`src/rtl/alu_arbiter_pkg.sv`:
```
// Shared definitions for the ALU arbiter: ALU opcodes and arbiter FSM encodings.
// Latency: n/a (definitions only).
// Backpressure: n/a.
package alu_arbiter_pkg;

    localparam logic [3:0] ALU_ADD  = 4'd0;
    localparam logic [3:0] ALU_SUB  = 4'd1;
    localparam logic [3:0] ALU_AND  = 4'd2;
    localparam logic [3:0] ALU_OR   = 4'd3;
    localparam logic [3:0] ALU_XOR  = 4'd4;
    localparam logic [3:0] ALU_NOR  = 4'd5;
    localparam logic [3:0] ALU_SHL  = 4'd6;
    localparam logic [3:0] ALU_SHR  = 4'd7;
    localparam logic [3:0] ALU_CLT  = 4'd8;
    localparam logic [3:0] ALU_CLTU = 4'd9;
    localparam logic [3:0] ALU_SRA  = 4'd10;

    localparam logic [3:0] ALU_OP_LAST = 4'd10;

    typedef enum logic [1:0] {
        ARB_IDLE  = 2'd0,
        ARB_ISSUE = 2'd1,
        ARB_WAIT  = 2'd2,
        ARB_RESP  = 2'd3
    } arb_state_t;

endpackage

```
`src/rtl/alu_arbiter_rr_arbiter2.sv`:
```
// Two-input round-robin grant; the port that did not win last time wins a tie.
// Latency: grant is combinational from the valids; history updates on the accept edge.
// Backpressure: history only advances when the caller signals accept.
module rr_arbiter2 (
    input  logic Clock,
    input  logic Reset_n,
    input  logic vld0,
    input  logic vld1,
    input  logic accept,
    output logic gnt_vld,
    output logic gnt_port
);

    logic last_grant;

    always_comb begin
        gnt_vld  = vld0 | vld1;
        gnt_port = 1'b0;
        if (vld0 && vld1)
            gnt_port = ~last_grant;
        else if (vld1)
            gnt_port = 1'b1;
    end

    // Resets to 1 so that port 0 wins the first tie.
    always_ff @(posedge Clock or negedge Reset_n) begin
        if (!Reset_n)
            last_grant <= 1'b1;
        else if (accept)
            last_grant <= gnt_port;
    end

endmodule

```
`src/rtl/alu_arbiter.sv`:
```
// Shares one registered ALU between the pipeline (port 0) and debug unit (port 1).
// Latency: legal op responds 3 cycles after the accept cycle, illegal op 1 cycle after.
// Backpressure: one op in flight; new requests wait in IDLE until the response is taken.
module alu_arbiter
    import alu_arbiter_pkg::*;
#(
    parameter int DATA_WIDTH = 32,
    parameter int OP_WIDTH   = 4
) (
    input  logic                  Clock,
    input  logic                  Reset_n,
    input  logic                  Req0Valid,
    output logic                  Req0Ready,
    input  logic [OP_WIDTH-1:0]   Req0OpCode,
    input  logic [DATA_WIDTH-1:0] Req0X,
    input  logic [DATA_WIDTH-1:0] Req0Y,
    output logic                  Rsp0Valid,
    input  logic                  Rsp0Ready,
    output logic [DATA_WIDTH-1:0] Rsp0Z,
    output logic                  Rsp0Err,
    input  logic                  Req1Valid,
    output logic                  Req1Ready,
    input  logic [OP_WIDTH-1:0]   Req1OpCode,
    input  logic [DATA_WIDTH-1:0] Req1X,
    input  logic [DATA_WIDTH-1:0] Req1Y,
    output logic                  Rsp1Valid,
    input  logic                  Rsp1Ready,
    output logic [DATA_WIDTH-1:0] Rsp1Z,
    output logic                  Rsp1Err,
    output logic                  AluEnable,
    output logic [OP_WIDTH-1:0]   AluOpCode,
    output logic [DATA_WIDTH-1:0] AluX,
    output logic [DATA_WIDTH-1:0] AluY,
    input  logic [DATA_WIDTH-1:0] AluZ,
    output logic                  Busy
);

    arb_state_t            state, state_nxt;
    logic                  gnt_vld, gnt_port, accept, op_legal, rsp_rdy;
    logic [OP_WIDTH-1:0]   gnt_op, op_q;
    logic [DATA_WIDTH-1:0] gnt_x, gnt_y, x_q, y_q, z_q;
    logic                  port_q, err_q;

    rr_arbiter2 u_rr (
        .Clock    (Clock),
        .Reset_n  (Reset_n),
        .vld0     (Req0Valid),
        .vld1     (Req1Valid),
        .accept   (accept),
        .gnt_vld  (gnt_vld),
        .gnt_port (gnt_port)
    );

    assign accept    = (state == ARB_IDLE) && gnt_vld;
    assign Req0Ready = accept && !gnt_port;
    assign Req1Ready = accept && gnt_port;

    assign gnt_op   = gnt_port ? Req1OpCode : Req0OpCode;
    assign gnt_x    = gnt_port ? Req1X : Req0X;
    assign gnt_y    = gnt_port ? Req1Y : Req0Y;
    assign op_legal = (32'(gnt_op) <= 32'(ALU_OP_LAST));
    assign rsp_rdy  = port_q ? Rsp1Ready : Rsp0Ready;

    always_ff @(posedge Clock or negedge Reset_n) begin
        if (!Reset_n)
            state <= ARB_IDLE;
        else
            state <= state_nxt;
    end

    always_comb begin
        state_nxt = state;
        case (state)
            ARB_IDLE:  if (accept) state_nxt = op_legal ? ARB_ISSUE : ARB_RESP;
            ARB_ISSUE: state_nxt = ARB_WAIT;
            ARB_WAIT:  state_nxt = ARB_RESP;
            ARB_RESP:  if (rsp_rdy) state_nxt = ARB_IDLE;
            default:   state_nxt = ARB_IDLE;
        endcase
    end

    always_comb begin
        AluEnable = (state == ARB_ISSUE);
        Rsp0Valid = (state == ARB_RESP) && !port_q;
        Rsp1Valid = (state == ARB_RESP) && port_q;
        Busy      = (state != ARB_IDLE);
    end

    // Illegal ops preload the error response here and skip the ALU entirely.
    always_ff @(posedge Clock or negedge Reset_n) begin
        if (!Reset_n) begin
            op_q   <= '0;
            x_q    <= '0;
            y_q    <= '0;
            z_q    <= '0;
            err_q  <= 1'b0;
            port_q <= 1'b0;
        end else if (accept) begin
            op_q   <= gnt_op;
            x_q    <= gnt_x;
            y_q    <= gnt_y;
            port_q <= gnt_port;
            if (!op_legal) begin
                z_q   <= '0;
                err_q <= 1'b1;
            end
        end else if (state == ARB_WAIT) begin
            z_q   <= AluZ;
            err_q <= 1'b0;
        end
    end

    assign AluOpCode = op_q;
    assign AluX      = x_q;
    assign AluY      = y_q;

    assign Rsp0Z   = port_q ? '0 : z_q;
    assign Rsp1Z   = port_q ? z_q : '0;
    assign Rsp0Err = !port_q && err_q;
    assign Rsp1Err = port_q && err_q;

endmodule
```
`config.mk`:
```
export PLATFORM = sky130hd
export DESIGN_NAME = alu_arbiter
export DESIGN_NICKNAME = d
export VERILOG_FILES = /design/src/rtl/alu_arbiter_pkg.sv /design/src/rtl/alu_arbiter_rr_arbiter2.sv /design/src/rtl/alu_arbiter.sv
export SDC_FILE = /design/constraint.sdc
export NUM_CORES = 1
export LEC_CHECK = 0
export ABC_AREA = 1
export CORE_MARGIN = 2
export CORE_UTILIZATION = 38
export CTS_CLUSTER_DIAMETER = 40
export DETAILED_ROUTE_END_ITERATION = 6
export PLACE_DENSITY = 0.82
export SLEW_MARGIN = 20
export SYNTH_ARGS = -nofsm -noshare
export SYNTH_HDL_FRONTEND = slang
export SYNTH_SLANG_ARGS = --single-unit
```
`constraint.sdc`:
```
create_clock -name Clock -period 2.1 [get_ports Clock]
set_clock_uncertainty 0.1 [all_clocks]
set_input_delay 0.21 -clock Clock [delete_from_list [all_inputs] [get_ports Clock]]
set_output_delay 0.21 -clock Clock [all_outputs]
set_load 0.005 [all_outputs]
```
# == Word-level counts from Yosys, hierarchy flattened ==
# Cells that the tools add are included.
# Widths: inputs -> output; s select.
# classes
n_shift,0
order_cmp,1
n_div,0
n_eq_ne,6
reduce_logical,15
n_bitwise,2
muxes,18
multipliers,0
add_sub_neg,0
# ops
op,count
$mux 32,7
$logic_and 1x1->1,8
$pmux 2 s4,1
$mux 1,6
$mux 2,3
$ne 2x2->1 const B,3
$eq 2x2->1 const B,2
$le 4x4->1 const B,1
$mux 4,1
$reduce_and 2->1,2
$reduce_bool 2->1,2
$eq 2x1->1 const B,1
$logic_not 1->1,2
$logic_not 2->1,1
$not 1->1,1
$or 1x1->1,1
# totals
word_cells,50
rom_bits,0
latch_bits,0
out_inout_bits,140
inputBits,174
reg_bits,105
n_memories,0
ramBits,0

# == Logic depth before layout (Yosys ltp) ==
# logic_depth
depth_word,7
depth_mapped,10
mapped_depth_nobuf,9

# == Cells and area by module ==
# A second synthesis with hierarchy kept.
# hier_totals
hier_cells,699
area_unflattened_um2,5335.1
# by_module_without_submodules
mod,instances,seq_area_each_um2,cells_per_inst,area_per_inst_um2
alu_arbiter,1,2602.5,691,5276.3
rr_arbiter2,1,26.3,8,58.8

# == Worst setup path after synthesis ==
# OpenSTA, ideal clock, no wires.
# synth_timing
kind,register -> register
from,reg state[0]
to,reg z_q[21]
path_stages_with_launch,11
t_arrival_ps,1438
synth_period_minus_slack_ps,1654
n_path_buf,1
setup_slack_ps,446
path_cell_list,dfrtp_1 > inv_1 > ha_1 > inv_2 > nor2_8 > inv_4 > nor2_4 > nand2_4 > buf_6 > nand3_2 > nand2_1
# synth_via
elab_chain_cells,4
word_cells_on_any_way,7
cone_classes,eq/ne: 2; mux: 1; reduce/logical: 4
# synth_rtl
item,line,text
start: declaration,alu_arbiter.sv:38,"arb_state_t state, state_nxt;"
start signal: assignment,alu_arbiter.sv:68,state <= state_nxt;
$logic_not 2->1,alu_arbiter.sv:54,assign accept = (state == ARB_IDLE) && gnt_vld;
$logic_and 1x1->1,alu_arbiter.sv:54,
$ne 2x2->1 (no line) or $reduce_bool 2->1 (tied branches),-,
$reduce_and 2->1 (no line),-,
end signal: assignment,alu_arbiter.sv:108,z_q <= AluZ;
end: declaration,alu_arbiter.sv:41,"logic [DATA_WIDTH-1:0] gnt_x, gnt_y, x_q, y_q, z_q;"
# Several ways; a longest one is shown, not always the timed one.
# A chain may end at the register's enable or synchronous reset.

# == Worst setup path after layout ==
# layout_timing
from,reg port_q
to,out Rsp0Z[18]
# layout_via
elab_chain_cells,1
# layout_rtl
item,line,text
start: declaration,alu_arbiter.sv:42,"logic port_q, err_q;"
start signal: assignment,alu_arbiter.sv:102,port_q <= gnt_port;
$mux 32,alu_arbiter.sv:117,assign Rsp0Z = port_q ? '0 : z_q;
end: declaration,alu_arbiter.sv:19,"output logic [DATA_WIDTH-1:0] Rsp0Z,"
# Every way passes these cells.

==> flow_summary_export.csv <==
group,metric,value,unit
global_routing,track_usage,0.236,
cts,ctsHtreeMaxLevel,3,
layout,fin_util,0.659,
global_routing,busiest_layer,"met2",
layout,drive_gt1_frac,0.0503,
synthesis,ys_seq_area_frac,0.504,
worst_hold_path,hp-class,"in -> reg",
cts,cts_tree,"built",
cts,clk_pin_slew,70,ps
detailed_routing,routed-via-count,5471,
synthesis,yosys_register_bits,105,
global_routing,grt_use_met2,0.412,
critical_path,critPathMaxFanout,52,
run_status,status,"complete, no violations",
layout,fin_area,8800,um^2
floorplan,dieArea,14700,um^2
detailed_routing,ant_nets,0,
sta,finalHoldWorstSlack,299,ps
sta,worstMarginPinSlew,578,ps
cts,numCtsBuffers,9,
pwr,p_per_area,1300,nW/um^2
synthesis,async_flop_share,1.00,
sta,final-hold-violation-count,0,
sta,final.setup.tns,0,ps
global_routing,antenna_found_initial,2,
synthesis,syn_avg_cell_area,7.52,um^2
pwr,p_leak,4.28,nW
floorplan,die_w,121,um
layout,areaGrowthSynthToFinish,68.6,%
sta,fin_crit_sh,0.941,
synthesis,synth_area,5220,um^2
critical_path,worst-endpoint-arrival,1670,ps
critical_path,crit_path_end_kind,"primary output",
layout,most-common-layout-cells,"309 x clkdlybuf4s50_1, 302 x nand2_1, 103 x dfrtp_1, 98 x nand3_1, 72 x inv_1",
critical_path,path_class,"reg -> out",
global_routing,grt_pass1_wl,27000,um
global_routing,grt_overflow,0,
sta,post-route-min-period,1980,ps
detailed_routing,routed_wl,17400,um
critical_path,start_kind,"flip-flop",
floorplan,core_area,13300,um^2
synthesis,synth_edf_count,0,
synthesis,synth_nets,872,
layout,fin_nets,1167,
cts,ctsRootBufferMaster,"clkbuf_16",
floorplan,core.rowCount,42,
floorplan,initial_core_util,0.391,
synthesis,ys_types,25,
global_routing,grt_max_degree,106,
sta,maxSlewHeadroom,0.615,
pwr,p_total,11.4,mW
pwr,peakVddDrop,0.000671,V
placement,placed_area,8470,um^2
detailed_routing,drc,0,
sta,fmax,506,MHz
placement,gp_congestion,0.785,
cts,clock-sinks,105,
run,cap_violations,0,
global_routing,gr-usage-met1,0.275,
floorplan,io_pins,314,
synthesis,yosysWarningCount,0,
critical_path,crit_required,1790,ps
synthesis,synthFlopType,"dfrtp_1",
cts,cts_max_path_buffers,2,
floorplan,chipHeight,121,um
detailed_routing,drt_iter0_markers,273,
placement,dp_hpwl,12700,um
detailed_routing,drt_pass1_iterations,4,
cts,clk_latency,340,ps
sta,drv_slew,0,
placement,port_buffers,313,
sta,finalSetupViolCount,0,
cts,post_cts_buffers,0,
layout,layout_commonest_cell,"clkdlybuf4s50_1",
global_routing,grt_use_met3,0.0728,
global_routing,grt_pass1_vias,5274,
detailed_routing,wl_per_cell,14.8,um
detailed_routing,via_per_inst,4.67,
sta,grt_setup_unrepaired,"no",
synthesis,postSynthCellCount,694,
[power breakdown]
part	internal [mW]	switching, mW	total, mW
clock network	1.02	0.734	1.76
logic	3.27	2.71	5.98
registers	3.03	0.661	3.69
[path summary, 6_finish.rpt]
check                                 from               to  slack (ps)  depth (start not counted)
hold / removal                     AluZ[5]           z_q[5]         300                          3
setup / recovery                    port_q        Rsp0Z[18]         120                          3
max in group asynchronous          Reset_n           port_q        1050                          3
hold reg to reg            u_rr.last_grant  u_rr.last_grant         380                          2
min in group asynchronous          Reset_n         AluY[12]         400                          3
setup reg to reg                  state[1]          z_q[25]         240                          9
[final cells by class]
cell class,instances,area (um^2)
tap,176,220
clock inverter,2,35.0
antenna,1,2.50
multi-input combinational,471,2050
timing repair buffer,323,3280
fill,1130,4550
sequential,105,2630
inverter,79,299
clock buffer,14,274
[synthesized netlist by cell type, drive strengths merged, types with 2 or more instances]
master | n | area share
inv | 79 | 0.057
buf | 29 | 0.038
clkbuf | 10 | 0.0072
dfrtp | 104 | 0.50
nor2 | 41 | 0.035
a21oi | 4 | 0.0038
a31oi | 2 | 0.0024
nand3 | 108 | 0.11
ha | 4 | 0.0096
o21ai | 6 | 0.0058
nand2 | 305 | 0.22
[through the flow]
step / std cells / worst slack [ps]
detailed placement: 1153 / 55.8
global placement: 1153 / 72.7
global route: 1170 / 4.40
finish: 1171 / 124
floorplan: 694 / 446
CTS: 1170 / 35.7
[metal layers]
| metal | part of all wire | wire [um] |
|---|---|---|
| met1 | 0.39 | 6780 |
| met5 | 0 | 0 |
| met3 | 0.084 | 1470 |
| met2 | 0.50 | 8700 |
| met4 | 0.024 | 412 |
[logic make-up after synthesis]
| family | after synthesis | share of synthesized area |
|---|---|---|
| AO/OA/AOI/OAI | 12 | 0.0120 |
| adder cells (fa/ha/maj) | 4 | 0.00960 |
| buffers and inverters | 118 | 0.103 |
| flip-flops | 105 | 0.504 |
| AND/OR/NAND/NOR | 455 | 0.372 |
[state kept, by name, indices dropped and copies added (netlist names)]
signal	cells
AluX	32
u_rr.last_grant	1
z_q	32
AluOpCode	4
AluY	32
state	2
err_q	1
port_q	1
[worst max-delay path, stage by stage (launching register included)]
cell,delay (ps)
dfrtp_2,420
buf_12,180
nor2_1,170
clkdlybuf4s50_1,530
[what timing repair did]
item                       in CTS  in global routing
pin swaps                       0                  1
cloned                          0                  0
setup endpoints to repair       2                  2
hold buffers                    1                  0
hold endpoints to repair      104                  0
resized for setup               2                  3
Power figures use the tool's default switching activity.
